## config.mk

```make
export PLATFORM = sky130hd
export DESIGN_NAME = fetch_stage
export DESIGN_NICKNAME = d
export VERILOG_FILES = /design/src/rtl/core_pkg.sv /design/src/rtl/dbg_run_ctrl.sv /design/src/rtl/fetch_stage.sv
export SDC_FILE = /design/constraint.sdc
export NUM_CORES = 1
export LEC_CHECK = 0
export CAP_MARGIN = 20
export CORE_UTILIZATION = 46
export DETAILED_ROUTE_END_ITERATION = 8
export GPL_ROUTABILITY_DRIVEN = 0
export HOLD_SLACK_MARGIN = 0.12
export PLACE_DENSITY = 0.86
export SYNTH_ARGS = -nofsm -noshare
export SYNTH_HDL_FRONTEND = slang
export SYNTH_SLANG_ARGS = --single-unit
```

## constraint.sdc

```tcl
create_clock -name clk -period 5 [get_ports clk]
set_clock_uncertainty 0.1 [all_clocks]
set_input_delay 0.5 -clock clk [delete_from_list [all_inputs] [get_ports clk]]
set_output_delay 0.5 -clock clk [all_outputs]
set_load 0.02 [all_outputs]
```

## src/rtl/core_pkg.sv

```systemverilog
// core_pkg: definitions shared by the RV32I core pipeline stages.
//   XLEN          - datapath width.
//   NOP_INSTR     - ADDI x0,x0,0. Injected by fetch on flush/halt and decoded
//                   as Nop by Control_Unit.
//   fetch_state_t - debugger run-control states of the fetch stage.
package core_pkg;

    localparam int XLEN = 32;

    localparam logic [XLEN-1:0] NOP_INSTR = 32'h0000_0013;

    typedef enum logic [1:0] {
        RUN    = 2'd0,
        HALTED = 2'd1,
        STEP   = 2'd2
    } fetch_state_t;

endpackage

```

## src/rtl/dbg_run_ctrl.sv

```systemverilog
// dbg_run_ctrl: debugger run-control FSM (RUN / HALTED / STEP) of the fetch stage.
// This block decides on each edge whether the fetch datapath issues, injects a
// NOP, or holds.
// Ports:
//   clk, rst_n    - clock, asynchronous active-low reset.
//   stall         - downstream hazard stall.
//   br_taken      - redirect from execute. It flushes in every state.
//   halt_req      - debugger halt request. It is level-sampled and only acts in RUN.
//   resume_req    - debugger resume pulse.
//   step_req      - debugger single-step pulse.
//   pc_wr_req     - debugger pc write request. Tie it to 0 when the feature is absent.
//   issue_en      - datapath: register {pc, imem_rdata, 1} and advance pc.
//   inject_nop    - datapath: register {pc, NOP, 0}.
//   pc_wr_en      - datapath: load the debugger pc value.
//   halted        - registered. 1 while the core is not free-running (HALTED or STEP).
//   step_done     - registered. One-cycle pulse after the stepped issue.
// The current state is held in state_q.
module dbg_run_ctrl
    import core_pkg::*;
#(
    parameter logic START_HALTED = 1'b0
) (
    input  logic clk,
    input  logic rst_n,
    input  logic stall,
    input  logic br_taken,
    input  logic halt_req,
    input  logic resume_req,
    input  logic step_req,
    input  logic pc_wr_req,
    output logic issue_en,
    output logic inject_nop,
    output logic pc_wr_en,
    output logic halted,
    output logic step_done
);

    localparam fetch_state_t RESET_STATE = START_HALTED ? HALTED : RUN;

    fetch_state_t state_q;
    fetch_state_t state_d;
    logic         step_fire;

    always_comb begin
        state_d    = state_q;
        issue_en   = 1'b0;
        inject_nop = 1'b0;
        step_fire  = 1'b0;
        case (state_q)
            RUN: begin
                if (br_taken) begin
                    inject_nop = 1'b1;
                    if (halt_req) state_d = HALTED;
                end else if (halt_req) begin
                    inject_nop = 1'b1;
                    state_d    = HALTED;
                end else if (!stall) begin
                    issue_en = 1'b1;
                end
            end
            HALTED: begin
                // The debugger pulses are always accepted here, so that a
                // downstream stall cannot swallow them. Resume wins over step.
                inject_nop = 1'b1;
                if (resume_req)    state_d = RUN;
                else if (step_req) state_d = STEP;
            end
            STEP: begin
                // A redirect landing in STEP counts as the stepped instruction.
                if (br_taken) begin
                    inject_nop = 1'b1;
                    step_fire  = 1'b1;
                    state_d    = HALTED;
                end else if (!stall) begin
                    issue_en  = 1'b1;
                    step_fire = 1'b1;
                    state_d   = HALTED;
                end
            end
            default: state_d = RESET_STATE;
        endcase
    end

    assign pc_wr_en = pc_wr_req && (state_q == HALTED) && !br_taken;

    always_ff @(posedge clk or negedge rst_n) begin
        if (!rst_n) begin
            state_q   <= RESET_STATE;
            halted    <= START_HALTED;
            step_done <= 1'b0;
        end else begin
            state_q   <= state_d;
            halted    <= (state_d != RUN);
            step_done <= step_fire;
        end
    end

endmodule

```

## src/rtl/fetch_stage.sv

```systemverilog
// fetch_stage: instruction-fetch stage of the 3-stage RV32I core.
// It holds the pc, addresses instruction memory, and registers
// {pc, instruction, valid} into IF/ID. It also handles redirect, stall,
// NOP flush and debugger run control. Run control lives in dbg_run_ctrl.
// Optional feature (macro FETCH_DBG_PC_WRITE_EN): adds dbg_pc_we/dbg_pc_wdata
// so that the debugger can rewrite pc while HALTED.
// Ports:
//   clk, rst_n                  - clock, asynchronous active-low reset.
//   imem_addr / imem_rdata      - instruction-memory address and combinational data.
//   stall                       - hold pc and IF/ID.
//   br_taken / br_target        - redirect. The target is word-aligned on load.
//   if_id_pc/instr/valid        - IF/ID pipeline register.
//   halt_req/resume_req/step_req - debugger run control.
//   halted, step_done           - registered debugger status.
//   dbg_pc                      - current pc.
module fetch_stage
    import core_pkg::*;
#(
    parameter logic [XLEN-1:0] RESET_PC     = 32'h0000_0000,
    parameter logic [XLEN-1:0] NOP_INSTR    = core_pkg::NOP_INSTR,
    parameter logic            START_HALTED = 1'b0
) (
    input  logic            clk,
    input  logic            rst_n,
    output logic [XLEN-1:0] imem_addr,
    input  logic [XLEN-1:0] imem_rdata,
    input  logic            stall,
    input  logic            br_taken,
    input  logic [XLEN-1:0] br_target,
    output logic [XLEN-1:0] if_id_pc,
    output logic [XLEN-1:0] if_id_instr,
    output logic            if_id_valid,
    input  logic            halt_req,
    input  logic            resume_req,
    input  logic            step_req,
`ifdef FETCH_DBG_PC_WRITE_EN
    input  logic            dbg_pc_we,
    input  logic [XLEN-1:0] dbg_pc_wdata,
`endif
    output logic            halted,
    output logic            step_done,
    output logic [XLEN-1:0] dbg_pc
);

    localparam logic [XLEN-1:0] ALIGN_MASK = ~32'h3;

    logic [XLEN-1:0] pc;
    logic            issue_en;
    logic            inject_nop;
    logic            pc_wr_req;
    logic            pc_wr_en;
    logic [XLEN-1:0] pc_wr_data;

`ifdef FETCH_DBG_PC_WRITE_EN
    assign pc_wr_req  = dbg_pc_we;
    assign pc_wr_data = dbg_pc_wdata & ALIGN_MASK;
`else
    assign pc_wr_req  = 1'b0;
    assign pc_wr_data = '0;
`endif

    dbg_run_ctrl #(
        .START_HALTED (START_HALTED)
    ) u_ctrl (
        .clk        (clk),
        .rst_n      (rst_n),
        .stall      (stall),
        .br_taken   (br_taken),
        .halt_req   (halt_req),
        .resume_req (resume_req),
        .step_req   (step_req),
        .pc_wr_req  (pc_wr_req),
        .issue_en   (issue_en),
        .inject_nop (inject_nop),
        .pc_wr_en   (pc_wr_en),
        .halted     (halted),
        .step_done  (step_done)
    );

    assign imem_addr = pc & ALIGN_MASK;
    assign dbg_pc    = pc;

    // The redirect beats a debugger write. Increment wraps modulo 2^32.
    always_ff @(posedge clk or negedge rst_n) begin
        if (!rst_n) begin
            pc <= RESET_PC;
        end else if (br_taken) begin
            pc <= br_target & ALIGN_MASK;
        end else if (pc_wr_en) begin
            pc <= pc_wr_data;
        end else if (issue_en) begin
            pc <= pc + 32'd4;
        end
    end

    // When neither enable is set, the register is left unchanged (stall).
    always_ff @(posedge clk or negedge rst_n) begin
        if (!rst_n) begin
            if_id_pc    <= '0;
            if_id_instr <= NOP_INSTR;
            if_id_valid <= 1'b0;
        end else if (inject_nop) begin
            if_id_pc    <= pc;
            if_id_instr <= NOP_INSTR;
            if_id_valid <= 1'b0;
        end else if (issue_en) begin
            if_id_pc    <= pc;
            if_id_instr <= imem_rdata;
            if_id_valid <= 1'b1;
        end
    end

endmodule

```

# Yosys cells after proc, flatten, opt, wreduce, memory -nomap -nowiden
# Cells that the tools add are included.
[totals] in_bits=71 ff_bits=101 out_inout_bits=131 wordCells=39
[op_classes] addsub=1 muxes=25 n_reduce_logical=4 n_eq_ne=2
[op_table] operator="$mux W32" n=6
[op_table] operator="$add A32 B3 Y32 const B" n=1
[op_table] operator="$mux W1" n=11
[op_table] operator="$mux W2" n=5
[op_table] operator="$pmux W2 S3" n=1
[op_table] operator="$reduce_bool A2 Y1" n=3
[op_table] operator="$pmux W1 S3" n=1
[op_table] operator="$eq A2 B1 Y1 const B" n=1
[op_table] operator="$eq A2 B2 Y1 const B" n=1
[op_table] operator="$logic_not A2 Y1" n=1
[op_table] operator="$pmux W1 S2" n=1

# Logic depth before layout (Yosys ltp)
# Gate-level depths: netlist (run 1).
[depth] depth_word=6 depth_mapped=7 depth_no_buf=5

# Modules after synthesis
# From an unflattened synthesis (run 1), not the netlist that was laid out.
[unflattened] hier_cells=488 area_unflattened_um2=4999.8
[modules_own_cells] module="fetch_stage" seq_area_each_um2=2331.0 area_per_inst_um2=4790.8 cells_per_inst=464 instances=1
[modules_own_cells] module="dbg_run_ctrl" seq_area_each_um2=100.1 area_per_inst_um2=209.0 cells_per_inst=24 instances=1

# Worst setup path before layout (run 1)
# No wires, ideal clock.
[synth_timing] path_type="reg-to-reg" start="register pc[18] (netlist: dbg_pc[18])" end="register pc[25] (netlist: dbg_pc[25])" path_buffers=0 stages_incl_launch_ff=6 setup_ns=0.125 required_time_ns=4.775 arrival_time_ns=1.610 synth_period_minus_slack_ns=1.834 setup_slack_ns=3.166 path_cell_list="dfrtp_1 > and4_4 > nand3_4 > nor4_2 > xor2_1 > mux2_2"
[synth_between] elab_chain_len=3
[synth_lines] element="from (decl)" line_no="fetch_stage.sv:47" source="logic [XLEN-1:0] pc;"
[synth_lines] element="from (signal assigned)" line_no="fetch_stage.sv:88" source="pc <= br_target & ALIGN_MASK;"
[synth_lines] element="from (signal assigned)" line_no="fetch_stage.sv:90" source="pc <= pc_wr_data;"
[synth_lines] element="from (signal assigned)" line_no="fetch_stage.sv:92" source="pc <= pc + 32'd4;"
[synth_lines] element="$add A32 B3 Y32" line_no="fetch_stage.sv:92"
[synth_lines] element="$mux W32" line_no="fetch_stage.sv:91" source="end else if (issue_en) begin"
[synth_lines] element="$mux W32" line_no="fetch_stage.sv:87" source="end else if (br_taken) begin"
# No other way between the ends. The select of a mux whose other input is x is not followed.
# A chain may end at the register's enable or synchronous reset.

# Final worst setup path (run 1)
[layout_timing] start="register pc[14] (netlist: dbg_pc[14])" end="output port dbg_pc[14]"
[layout_lines] element="to (decl)" line_no="fetch_stage.sv:42" source="output logic [XLEN-1:0] dbg_pc"
# No word-level cell between the ends.

==> results by group, run 1 <==
Timing
  • Count of endpoints failing hold in the final timing report: 0
  • Peak Freq: 0.439 GHz
  • RSZ-0062 raised after global routing: false
  • Min setup slack post-route: 2720 ps
  • Final period utilization: 45.6%
  • Time the worst path needs with I/O delays and setup: 2280 ps
  • Max Transition Viols Final: 0
  • Smallest hold slack: 371 ps
  • Final TNS setup: 0 ps
  • Worst-Margin Slew: 661 ps
  • Headroom to the max-slew limit: 55.9%
  • Final setup violation count: 0

Worst setup path
  • CP max FO: 9
  • Startpoint of the most critical register-to-register path: u_ctrl.state_q[0]
  • Crit. Startpoint: dbg_pc[14]
  • Cell family contributing the most delay on the critical path: buffers and inverters
  • Arrival time of the worst setup path: 1680 ps
  • Cell-by-cell listing of the critical path: clkdlybuf4s50_1
  • Data required time at the worst endpoint: 4400 ps
  • Type of element launching the critical path: flop
  • Worst stage delay on the critical path: 690 ps
  • Max stage delay cell, worst path: sky130_fd_sc_hd__clkdlybuf4s50_1
  • Kind of critical path: reg -> out
  • Crit path buf inv count: 1
  • Endpoint class of the critical path: primary output

Pwr
  • Switching Share: 34.3%
  • Static Leak: 2.79 nW
  • Power density normalized to cell area: 321 nW/µm²
  • Portion of total power attributed to combinational logic: 31.5%
  • Clk network pwr share: 22.8%
  • Sequential Power Share: 45.7%
  • Peak ir drop on the vdd network: 158 µV
  • Net Sw Power: 729 µW
  • Int Pwr: 1.39 mW

Final layout
  • Number of fill cells in the layout: 727
  • Sequential cell area: 2430 µm²
  • Fraction of final layout cells with drive strength greater than 1: 9.45%
  • Area of all placed cells without fillers: 6620 µm²
  • Post-synthesis to final-layout area growth: 42.2%
  • Fin nets: 681
  • Diodes inserted: 0
  • Fin cells: 747
  • Total area of multi-input combinational cells: 1830 µm²

Yosys
  • Synthesis-stage register bit count: 97
  • Cell taking the most area after synthesis: sky130_fd_sc_hd__dfrtp_1
  • Proportion of netlist area held by the largest area contributor: 50.5%
  • Leading cell types by total area after synthesis: sky130_fd_sc_hd__dfrtp_1 (51%), sky130_fd_sc_hd__nand2_1 (10%), sky130_fd_sc_hd__buf_4 (6.0%)
  • Synth async-reset ratio: 100%
  • Synthesized area per cell: 10.2 µm²
  • Synthesis Warnings: 0
  • Post-Synthesis Cells: 455
  • Most numerous cell types in the synthesized netlist: sky130_fd_sc_hd__nand2_1 (125), sky130_fd_sc_hd__dfrtp_1 (94), sky130_fd_sc_hd__buf_4 (37), sky130_fd_sc_hd__a22o_1 (29), sky130_fd_sc_hd__xnor2_1 (26)
  • Synthesized area: 4650 µm²
  • Most numerous cell in the Yosys netlist: sky130_fd_sc_hd__nand2_1
  • Synth Flop Type: sky130_fd_sc_hd__dfrtp_1
  • Number of synthesized flops with an enable pin: 0
  • Seq/Total Area, Yosys: 52.2%
  • Count of unique library cells instantiated by Yosys: 42

Run
  • Count of max-cap constraint violations: 0

Detailed routing
  • First-pass DRT Iterations: 4
  • Post-route DRC: 0
  • Total number of vias: 3,780
  • Via density: 5.06
  • Drt total wl: 12,200 µm
  • Number of violations reported at the end of detailed-routing iteration 0: 123
  • Average routed wire per standard cell: 16.3 µm
  • Final ANT Viol Nets: 0

GRT
  • Global-route wire length before repair: 18,900 µm
  • Pin count of the biggest net entering global routing: 64
  • Gr ovfl total: 0
  • Total Routing Usage GR: 23.8%
  • Initial antenna violation count: 0
  • Number of global-route vias before repair: 3,679

CTS
  • Number of H-tree levels: 3
  • Post-CTS Setup Repair Bufs: 0
  • # clock sinks: 97
  • Clk slew on worst S/H paths: 90 ps
  • Source-to-sink clock delay at the later pin of the worst-skew pair: 370 ps
  • Clock Tree Buf Depth: 2
  • CTS tree: yes
  • CTS Buf Count: 9
  • Clock root cell: sky130_fd_sc_hd__clkbuf_8

Die
  • Number of top-level pins: 202
  • Die area: 10,500 µm²
  • Initial core utilization: 47.6%
  • Area of the core: 9770 µm²
  • Num rows: 36
  • Die width: 103 µm
  • Die span in y: 103 µm

Status
  • Outcome: finished clean

Placement
  • Half-perimeter wire length of the detailed placement result: 8720 µm
  • Buffers on Ports: 193
  • Placed cell areas: 6390 µm²
  • Post-Place Setup Slack: 2130 ps
  • Placed cell count: 728

Worst hold path
  • Hold Path Class: reg -> reg
  • Startpoint of the lowest-slack hold path: if_id_pc[31]
==> final cells by class <==
cell class	count	area share (%)
sequential	97	36.7
timing repair buffer	199	30.0
multi-input combinational	298	27.7
tap	133	2.51
clock buffer	10	2.08
clock inverter	6	0.718
inverter	4	0.227
==> metal layers <==
| metal | vias to the layer above | track usage (%) | wire [µm] |
|---|---|---|---|
| met5 | - | 0 | 0 |
| met3 | 23 | 4.00 | 728 |
| met4 | 0 | 10.4 | 265 |
| li1 | 1801 | - | - |
| met1 | 1819 | 31.2 | 5290 |
| met2 | 137 | 38.7 | 5920 |
==> flip-flops by register name, indices dropped and copies added (netlist names) <==
signal,count
if_id_instr,32
dbg_pc,30
if_id_pc,30
u_ctrl.state_q,2
if_id_valid,1
u_ctrl.halted,1
u_ctrl.step_done,1
==> cells in the final DEF (no fill, tap or decap), drive strengths merged, types with 2 or more instances in the layout <==
master         instances
clkdlybuf4s50        191
nand2                125
dfrtp                 94
o21ai                 35
a22o                  29
xnor2                 26
nor3                  13
clkbuf                10
nor2                  10
nor4                  10
nand4                  8
nand3                  7
inv                    7
buf                    7
conb                   6
o22a                   4
nor2b                  3
and4                   3
xor2                   3
dfstp                  3
and2                   3
or2                    2
and3                   2
clkinv                 2
==> per-stage QoR <==
| stage | util [%] | total power, mW |
|---|---|---|
| finish | 67.7 | 2.12 |
| global route | 67.7 | 2.23 |
| CTS | 67.4 | 2.14 |
| detailed placement | 65.4 | 1.65 |
| global placement | 65.4 | 1.63 |
| floorplan | - | 1.33 |
==> final timing paths <==
kind / end / slack (ps) / cells after the start
worst max-delay path: dbg_pc[14] / 2720 / 1
worst min-delay path: if_id_pc[31] / 370 / 2
worst max register to register: dbg_pc[25] / 2880 / 5
worst min register to register: if_id_pc[31] / 370 / 2
max in group asynchronous: if_id_valid / 3160 / 3
min in group asynchronous: if_id_pc[25] / 560 / 2
==> kinds of logic after synthesis <==
kind of cell             count (synthesis)  synth area share (%)
buffers and inverters                   65                  9.01
AND/OR/NAND/NOR                        190                  22.2
multiplexers                             2                 0.457
adder cells (fa/ha/maj)                  1                 0.269
AO/OA/AOI/OAI                           70                  10.3
flip-flops                              97                  52.2
other                                    1                0.0806
XOR/XNOR                                29                  5.46
==> power groups by stage <==
stage / logic (mW) / clock network (mW) / registers [mW]
floorplan: 0.253 / 0 / 1.08
global placement: 0.651 / 0 / 0.977
detailed placement: 0.665 / 0 / 0.985
CTS: 0.669 / 0.498 / 0.970
global route: 0.718 / 0.528 / 0.986
finish: 0.670 / 0.484 / 0.971
==> what timing repair did <==
action	in CTS	in global routing
gates resized for setup	0	0
endpoints found under the hold margin	43	0
hold buffers	1	0
setup endpoints to repair	0	0
Power figures use the tool's default switching activity.
==> run 2, diff against run 1 <==
--- a/config.mk
+++ b/config.mk
@@ -6,11 +6,11 @@
 export NUM_CORES = 1
 export LEC_CHECK = 0
 export CAP_MARGIN = 20
-export CORE_UTILIZATION = 46
+export CORE_UTILIZATION = 43
 export DETAILED_ROUTE_END_ITERATION = 8
 export GPL_ROUTABILITY_DRIVEN = 0
 export HOLD_SLACK_MARGIN = 0.12
-export PLACE_DENSITY = 0.86
+export PLACE_DENSITY = 0.81
 export SYNTH_ARGS = -nofsm -noshare
 export SYNTH_HDL_FRONTEND = slang
 export SYNTH_SLANG_ARGS = --single-unit
==> constraint.sdc (replaced) <==
create_clock -name clk -period 2.2 [get_ports clk]
set_clock_uncertainty 0.1 [all_clocks]
set_input_delay 0.22 -clock clk [delete_from_list [all_inputs] [get_ports clk]]
set_output_delay 0.22 -clock clk [all_outputs]
set_load 0.02 [all_outputs]
==> run 2 against run 1 <==
Final area rose by 2.2%. Sequential share of layout area fell by 0.78 points. Sequential power rose by 130%. Setup slack got worse by 2500 ps. Largest power group unchanged. Via count rose by 1.2%. First-iteration DRC count rose by 46%. Combinational power rose by 130%. Global-route usage fell by 1.7 points. Critical path type unchanged. Critical endpoint unchanged. Die area rose by 6.8%. Count of clock-buffer cells in the layout did not move. Total power rose by 140%. Core utilization fell by 2.8 points.
==> results by group, run 2 (synthesis results as in run 1) <==
Status
  • Outcome: finished clean

Final layout
  • Post-synthesis to final-layout area growth: 45.3%
  • Most common cell after layout, fill and taps aside: sky130_fd_sc_hd__clkdlybuf4s50_1
  • Post-route core utilization: 64.9% (-2.8 points)
  • Diodes inserted: 0 (unchanged)
  • Largest register by flop count: if_id_instr
  • Fin nets: 693 (+1.8%)
  • Top library cells by usage in the layout, fill and taps aside: sky130_fd_sc_hd__clkdlybuf4s50_1 (191), sky130_fd_sc_hd__nand2_1 (125), sky130_fd_sc_hd__dfrtp_1 (94), sky130_fd_sc_hd__a22o_1 (29), sky130_fd_sc_hd__xnor2_1 (26)
  • Fraction of final layout cells with drive strength greater than 1: 11.0% (+1.6 points)
  • Fin cells: 762 (+2.0%)
  • Flip-flop count of the largest register, all copies and words added: 32 (unchanged)

Timing
  • Worst-Margin Slew: 501 ps (-160 ps)
  • Peak Freq: 0.504 GHz
  • RSZ-0062 raised after global routing: false
  • Max Transition Viols Final: 0 (unchanged)
  • Min setup slack post-route: 216 ps (-2500 ps)
  • Time the worst path needs with I/O delays and setup: 1980 ps
  • Count of endpoints failing hold in the final timing report: 0 (unchanged)
  • Final setup violation count: 0 (unchanged)
  • Final period utilization: 90.2%
  • Headroom to the max-slew limit: 66.6% (+11 points)

Detailed routing
  • Number of violations reported at the end of detailed-routing iteration 0: 179 (+46%)
  • First-pass DRT Iterations: 5 (+1)
  • Average routed wire per standard cell: 15.9 µm (-2.5%)
  • Total number of vias: 3,825 (+1.2%)
  • Drt total wl: 12,100 µm (-0.52%)
  • Via density: 5.02 (-0.80%)
  • Post-route DRC: 0 (unchanged)
  • Final ANT Viol Nets: 0 (unchanged)

CTS
  • CTS tree: yes
  • Post-CTS Setup Repair Bufs: 0 (unchanged)
  • Clock root cell: sky130_fd_sc_hd__clkbuf_8
  • Clock Tree Buf Depth: 2 (unchanged)
  • # clock sinks: 97 (unchanged)
  • Number of H-tree levels: 3 (unchanged)
  • Source-to-sink clock delay at the later pin of the worst-skew pair: 360 ps (about the same)
  • Clk slew on worst S/H paths: 100 ps (about the same)
  • CTS Buf Count: 9 (unchanged)

Pwr
  • Static Leak: 2.86 nW (+2.4%)
  • Power density normalized to cell area: 746 nW/µm² (+130%)
  • Peak ir drop on the vdd network: 419 µV (+170%)

Worst setup path
  • Endpoint class of the critical path: primary output
  • Arrival time of the worst setup path: 1660 ps (-20 ps)
  • Cell family contributing the most delay on the critical path: buffers and inverters
  • Worst stage delay on the critical path: 690 ps (about the same)
  • Type of element launching the critical path: flop
  • Kind of critical path: reg -> out
  • Data required time at the worst endpoint: 1880 ps (-2520 ps)
  • Max stage delay cell, worst path: sky130_fd_sc_hd__clkdlybuf4s50_1
  • CP max FO: 9 (unchanged)
  • Crit path buf inv count: 1 (unchanged)
  • Cell-by-cell listing of the critical path: clkdlybuf4s50_1

Die
  • Die width: 106 µm (+3.4%)
  • Die area: 11,200 µm² (+6.8%)
  • Number of top-level pins: 202 (unchanged)
  • Initial core utilization: 44.7% (-2.9 points)
  • Area of the core: 10,400 µm² (+6.6%)
  • Num rows: 37 (+2.8%)
  • Die span in y: 106 µm (+3.4%)

Run
  • Count of max-cap constraint violations: 0 (unchanged)

GRT
  • Global-route wire length before repair: 19,500 µm (+3.2%)
  • Total Routing Usage GR: 22.1% (-1.7 points)
  • Pin count of the biggest net entering global routing: 64 (unchanged)
  • Initial antenna violation count: 0 (unchanged)
  • Number of global-route vias before repair: 3,734 (+1.5%)
  • Gr ovfl total: 0 (unchanged)

Placement
  • Half-perimeter wire length of the detailed placement result: 8890 µm (+2.0%)
  • Buffers on Ports: 193 (unchanged)
  • Post-Place Setup Slack: -175 ps (-2300 ps)
  • Placed cell count: 744 (+2.2%)

Worst hold path
  • Hold Path Class: in -> reg
[run 2: cell type report]
cell class / count / area, µm²
inverters: 4 / 15.0
multi-input cells: 298 / 1830
clock inverters: 6 / 91.3
well taps: 136 / 170
flip-flops and latches: 97 / 2430
clock buffers: 10 / 128
fillers: 832 / 3650
repair buffers: 211 / 2090
[run 2: timing repair]
item,in CTS,in global routing
resized for setup,0,0
endpoints found under the hold margin,36,0
hold buffers,1,0
[run 2: where the power goes]
group / leakage, nW / internal [mW] / total, mW / switching, mW
sequential: 1.23 / 2.00 / 2.19 / 0.190
combinational: 1.53 / 0.751 / 1.57 / 0.822
clock: 0.0991 / 0.645 / 1.28 / 0.639
total: 2.86 / 3.39 / 5.04 / 1.65
[run 2: metrics by stage]
step                      TNS (ps)  instance area (µm²)  power [mW]  hold WS, ps
final                            0                 6760        5.04          234
after floorplan                  0                 4670        3.02         -176
after global placement       -2020                 6520        3.75          117
after detailed placement     -4260                 6520        3.80          127
after CTS                        0                 6750        5.08          220
after global routing             0                 6760        5.28          222
[run 2: metal layers]
layer	up-vias	part of all wire [%]	wire, µm	track usage (%)
li1	1816	-	-	-
met5	-	0	0	0
met3	23	6.1	743	3.80
met4	0	2.3	276	8.83
met2	152	50	6060	36.2
met1	1834	42	5060	29.1
[run 2: path summary, 6_finish.rpt]
kind                               from              end  slack [ps]  depth (start not counted)
setup / recovery             dbg_pc[14]       dbg_pc[14]         220                          1
hold / removal                 br_taken  if_id_instr[12]         230                          3
setup reg to reg              dbg_pc[3]       dbg_pc[14]         320                          5
hold reg to reg            if_id_pc[28]     if_id_pc[28]         380                          2
max in group asynchronous         rst_n   if_id_instr[4]        1040                          3
min in group asynchronous         rst_n        dbg_pc[8]         270                          2
==> RTL change 1, RTL diff (config.mk and constraints of run 2) <==
The option `FETCH_DBG_PC_WRITE_EN` is turned on by a define.
--- a/src/rtl/fetch_stage.sv
+++ b/src/rtl/fetch_stage.sv
@@ -13,6 +13,8 @@
 //   halt_req/resume_req/step_req - debugger run control.
 //   halted, step_done           - registered debugger status.
 //   dbg_pc                      - current pc.
+`define FETCH_DBG_PC_WRITE_EN
+
 module fetch_stage
     import core_pkg::*;
 #(
Ports: changed (added dbg_pc_wdata and dbg_pc_we); port bits go from 202 to 235. The function was not compared with the original's and may differ.
==> RTL change 1 against run 2 <==
  * Global-route usage grew 5.5 points
  * Final area grew 16%
  * Critical endpoint is now dbg_pc[31]$_DFFE_PN0P_
  * Core utilization increased by 3.6 points
  * Largest power group is now combinational cells
  * Area after synthesis grew 8.5%
  * Largest cell class is now buffers
  * Total power rose by 28%
  * Setup slack got worse by 0.13 ns
  * Highest routed layer unchanged
  * Sequential cell count is the same
  * Wire length grew 39%
==> RTL change 1: results (changes against run 2) <==
Parameter                              Value

Clocking
  Library cell used as clock root buffer    clkbuf_16
  Clock latency of the later-clocked register in the worst-skew pair    0.34 ns (-0.02 ns)

Routing
  Vias per std cell    5.87 (+17%)
  Iteration-0 DRC count of the detailed router    325 (+82%)

Finish
  Finished Layout Cells    864 (+13%)
  Layout cells sized above 1    0.132 (+0.0215)
  Final net count    822 (+19%)

Synth
  Per-instance average area after synthesis    10.1 sq um (-1.0%)
  Count of cell types in the netlist    62 (+48%)
  Area share of fa/ha/maj cells after synthesis    0.00248 (-0.000211)
  Parity-gate share of the synthesized area counting xor and xnor cells    0.00173 (-0.0528)
  Main area contributors after synthesis    dfrtp_1 (47%), buf_4 (5.4%), a22o_1 (5.2%)
  Fraction of the yosys area taken by sequential cells    0.481 (-0.0410)

Global route
  Number of global-route vias before repair    5016 (+34%)
  GRT Overall Usage    0.276 (+0.0552)
  Maximum number of pins on one net before global-route repair    41 (-36%)
  Wire length of the first global-routing pass    25400 microns (+30%)

STA
  Worst Max-Slew Pin Slew    0.564 ns (+0.0627 ns)

Placed design
  IO buf count    224 (+16%)
  Sum of net half-perimeters after detailed placement    12100 microns (+36%)
  Post-place setup slack    0.00628 ns (+0.181 ns)
  Cell Area, Placed    7460 sq um (+14%)

Run status
  Outcome    finished, final reports clean

Pwr
  Worst ir drop on vdd    0.442 mV (+5.6%)
  Static Leak    3.20 nW (+12%)

Worst setup path
  Delay contributed by the slowest stage of the critical path    0.48 ns (-0.21 ns)
  Worst path top cell family by delay    simple AND/OR/NAND/NOR gates
RTL change 1: layout make-up:
| type | count | area, sq um |
|---|---|---|
| clock buffer | 10 | 239 |
| clock inverter | 5 | 78.8 |
| fill | 877 | 3600 |
| inverter | 6 | 22.5 |
| multi-input combinational | 336 | 2260 |
| sequential | 97 | 2430 |
| tap | 143 | 179 |
| timing repair buffer | 267 | 2610 |
RTL change 1: cells by family after synthesis:
logic type	count (synthesis)
adders and majority gates	1
buffers and inverters	71
muxes	28
other	1
xor gates and xnor gates	1
and+or+nand+nor	141
DFF	97
AOI/OAI and AO/OA	159
RTL change 1: routing by layer:
metal,vias to the layer above,global-route usage,routed length [microns]
li1,2256,-,-
met1,2489,0.339,6410
met2,279,0.476,8680
met3,44,0.0523,1330
met4,0,0.112,448
met5,-,0,0
RTL change 1: power breakdown:
group | switching [W] | internal, W
clock network | 0.000668 | 0.00102
logic | 0.00126 | 0.00121
registers | 0.000230 | 0.00205
RTL change 1: path summary, 6_finish.rpt:
path                                          startpoint  slack [ns]  cells after the start                         end
worst min register to register  if_id_pc[20]$_DFFE_PN0P_        0.39                      2    if_id_pc[20]$_DFFE_PN0P_
max in group asynchronous                          rst_n        0.98                      3  if_id_instr[1]$_DFFE_PN1P_
worst max-delay path              dbg_pc[12]$_DFFE_PN0P_        0.09                      5      dbg_pc[31]$_DFFE_PN0P_
worst min-delay path                            br_taken        0.29                      4  u_ctrl.step_done$_DFF_PN0_
worst max register to register    dbg_pc[12]$_DFFE_PN0P_        0.09                      5      dbg_pc[31]$_DFFE_PN0P_
min in group asynchronous                          rst_n        0.33                      2    if_id_pc[21]$_DFFE_PN0P_
RTL change 1: stage by stage:
stage / TNS, ns / hold WS (ns)
after floorplan: 0 / -0.176
after global placement: 0 / 0.136
after detailed placement: 0 / 0.141
after CTS: 0 / 0.288
after global routing: -0.0338 / 0.331
final: 0 / 0.293
RTL change 1: repair_timing:
item,4_1_cts,5_1_grt
setup buffers,0,0
endpoints found under the hold margin,37,0
gates resized for setup,0,6
setup endpoints to repair,0,4
hold buffers,1,0
RTL change 1: worst min-delay path, stage by stage:
cell and delay (ns):
buf_2 0.13, clkinv_1 0.06, a21oi_1 0.11, and2_1 0.18
==> RTL change 2, RTL diff (flow settings as in run 2) <==
Made on the original files. The 3 states of `fetch_state_t` get a one-hot encoding in 3 bits.
--- a/src/rtl/core_pkg.sv
+++ b/src/rtl/core_pkg.sv
@@ -9,10 +9,10 @@
 
     localparam logic [XLEN-1:0] NOP_INSTR = 32'h0000_0013;
 
-    typedef enum logic [1:0] {
-        RUN    = 2'd0,
-        HALTED = 2'd1,
-        STEP   = 2'd2
+    typedef enum logic [2:0] {
+        RUN    = 3'b001,
+        HALTED = 3'b010,
+        STEP   = 3'b100
     } fetch_state_t;
 
 endpackage
Function: same outputs for any inputs over 10 cycles, from zero or initial values and one cycle with rst_n low; not proved beyond that.
==> RTL change 2 against run 2 <==
  * The flow now finishes with violations (negative setup slack)
  * Die area increased by 2.3%
  * Critical path type is now reg2reg
  * Final area up 7.7%
  * Area after synthesis increased by 2.4%
  * Synthesized cell count decreased by 4.6%
  * Setup slack worse by 0.27 ns
  * Wire length grew 16%
  * Sequential cell count increased by 1
  * Final cell count is 0.66% higher
Power is not compared: it rests on default switching activity, and its combinational part moved more than twofold at a synthesized area within 25%.
==> RTL change 2: results (changes against run 2) <==
Parameter                              Value

Finish
  Final net count    695 (+0.29%)
  Largest reg by FF count    if_id_instr
  Largest register FFs    32 (unchanged)
  Layout cells sized above 1    0.166 (+0.0556)
  Finished Layout Cells    767 (+0.66%)
  Count of inserted antenna diode cells    0 (unchanged)
  Number of fill cells    821 (-1.3%)

Routing
  Vias per std cell    5.59 (+11%)
  Count of antenna-violating nets left after detailed routing    0 (unchanged)
  Iteration-0 DRC count of the detailed router    181 (+1.1%)
  First-pass iteration count of the detailed router    4 (-1)
  Post-DR wirelength/cell    18.4 microns (+15%)

Worst setup path
  Setup slack, reg-to-reg    -0.05 ns (-0.37 ns)
  Start point of the critical path    u_ctrl.state_q[0]$_DFF_PN1_
  Critical-path top delay cell    dfstp_2
  Worst reg2reg path depth    5 (unchanged)
  Largest driver fanout on the critical path    22 (+13)
  Delay contributed by the slowest stage of the critical path    0.53 ns (-0.16 ns)
  Capture instance of the worst register-to-register path    dbg_pc[13]$_DFFE_PN0P_
  Worst path top cell family by delay    simple AND/OR/NAND/NOR gates
  Worst EP arrival    2.43 ns (+0.77 ns)

Pwr
  Static Leak    slightly below 3 nW
  Combinational-cell power consumption    0.00373 W
  Areal power density over the cells    a little over 1000 nW/um^2
  Worst ir drop on vdd    approximately 0.62 mV
  Sequential-cell power consumption    ~0.0026 W

Synth
  Proportion of synthesized flip-flops having asynchronous set or reset    1.00 (unchanged)
  Count of yosys warnings during synthesis    0 (unchanged)
  Main area contributors after synthesis    dfrtp_1 (49%), mux2_2 (7.1%), a22o_1 (5.7%)
  Per-instance average area after synthesis    11.0 sq um (+7.3%)
  Fraction of the yosys area taken by sequential cells    0.516 (-0.00669)
  Count of cell types in the netlist    50 (+19%)
  Most frequent cells after synthesis    dfrtp_1 (94), buf_4 (36), a22o_1 (31)

STA
  TNS Setup    -0.818 ns (-0.818 ns)
  Worst Max-Slew Pin Slew    0.526 ns (+0.0245 ns)
  Hold_ws    0.207 ns (-0.0267 ns)
  Final Setup Violations    39 (+39)
  Minimum setup slack in the final design    -0.0515 ns (-0.267 ns)

Placed design
  Sum of net half-perimeters after detailed placement    9520 microns (+7.1%)
  Number of placed instances with taps included    739 (-0.67%)
  Cell Area, Placed    6810 sq um (+4.5%)
  IO buf count    193 (unchanged)
  Post-place setup slack    -0.279 ns (-0.104 ns)

Global route
  Number of global-route vias before repair    4367 (+17%)
  GRT Overall Usage    0.237 (+0.0159)
  Maximum number of pins on one net before global-route repair    47 (-27%)
  Number of antenna violations at the first check in global routing    0 (unchanged)
  Wire length of the first global-routing pass    21100 microns (+8.2%)

Run status
  Failing checks    negative setup slack
  Outcome    finished, violations left

Clocking
  Post-CTS Setup Repair Bufs    2 (+2)
  Clock Tree Buf Depth    2 (unchanged)
  Count of instances resized after the clock tree is built    9 (+9)
  Clock latency of the later-clocked register in the worst-skew pair    0.35 ns
  Htree depth    3 (unchanged)

Worst hold path
  Path type of the worst min-delay path    in2async
==> RTL change 2: cell types whose count changed after synthesis, moves of 9 or more <==
cell      delta
mux2_2      +29
nand2_1    -107
nor3_1      -10
o21ai_1     -12
xnor2_1     -25
a31oi_1     +14
nand3_1     +14
clkbuf_1     +9
o31ai_1     +13
or4_1       +22
nor2_1      +13
==> RTL change 2: worst max-delay path by stage <==
stage	endpoint	slack, ns	depth (start not counted)
finish	dbg_pc[13]$_DFFE_PN0P_	-0.05	5
global route	if_id_pc[7]$_DFFE_PN0P_	-0.13	6
CTS	dbg_pc[13]$_DFFE_PN0P_	-0.03	5
detailed placement	dbg_pc[18]$_DFFE_PN0P_	-0.28	6
global placement	dbg_pc[22]$_DFFE_PN0P_	-0.18	6
floorplan	if_id_instr[20]$_DFFE_PN0P_	0.001	7
==> RTL change 2: per-layer routing <==
metal,up-vias,GRT usage,routed length (microns)
li1,1963,-,-
met1,2126,0.283,5650
met2,180,0.408,7250
met3,20,0.0660,998
met4,0,0.0841,194
met5,-,0,0
==> RTL change 2: final cells by class <==
| class | instances | share of cell area |
|---|---|---|
| inverter | 3 | 0.00155 |
| clock buffer | 14 | 0.0251 |
| sequential | 98 | 0.337 |
| multi-input combinational | 275 | 0.276 |
| tap | 140 | 0.0241 |
| timing repair buffer | 236 | 0.334 |
| clock inverter | 1 | 0.00103 |
==> RTL change 2: cells by family (layout without fill, tap and decap cells) <==
group                      Yosys count  after routing  synth area share
other                                1              6          0.000787
buffers and inverters               66            254            0.0824
muxes                               32             32            0.0751
xor gates and xnor gates             5              5           0.00919
DFF                                 98             98             0.516
and+or+nand+nor                    123            123             0.145
AOI/OAI and AO/OA                  108            108             0.169
adders and majority gates            1              1           0.00262
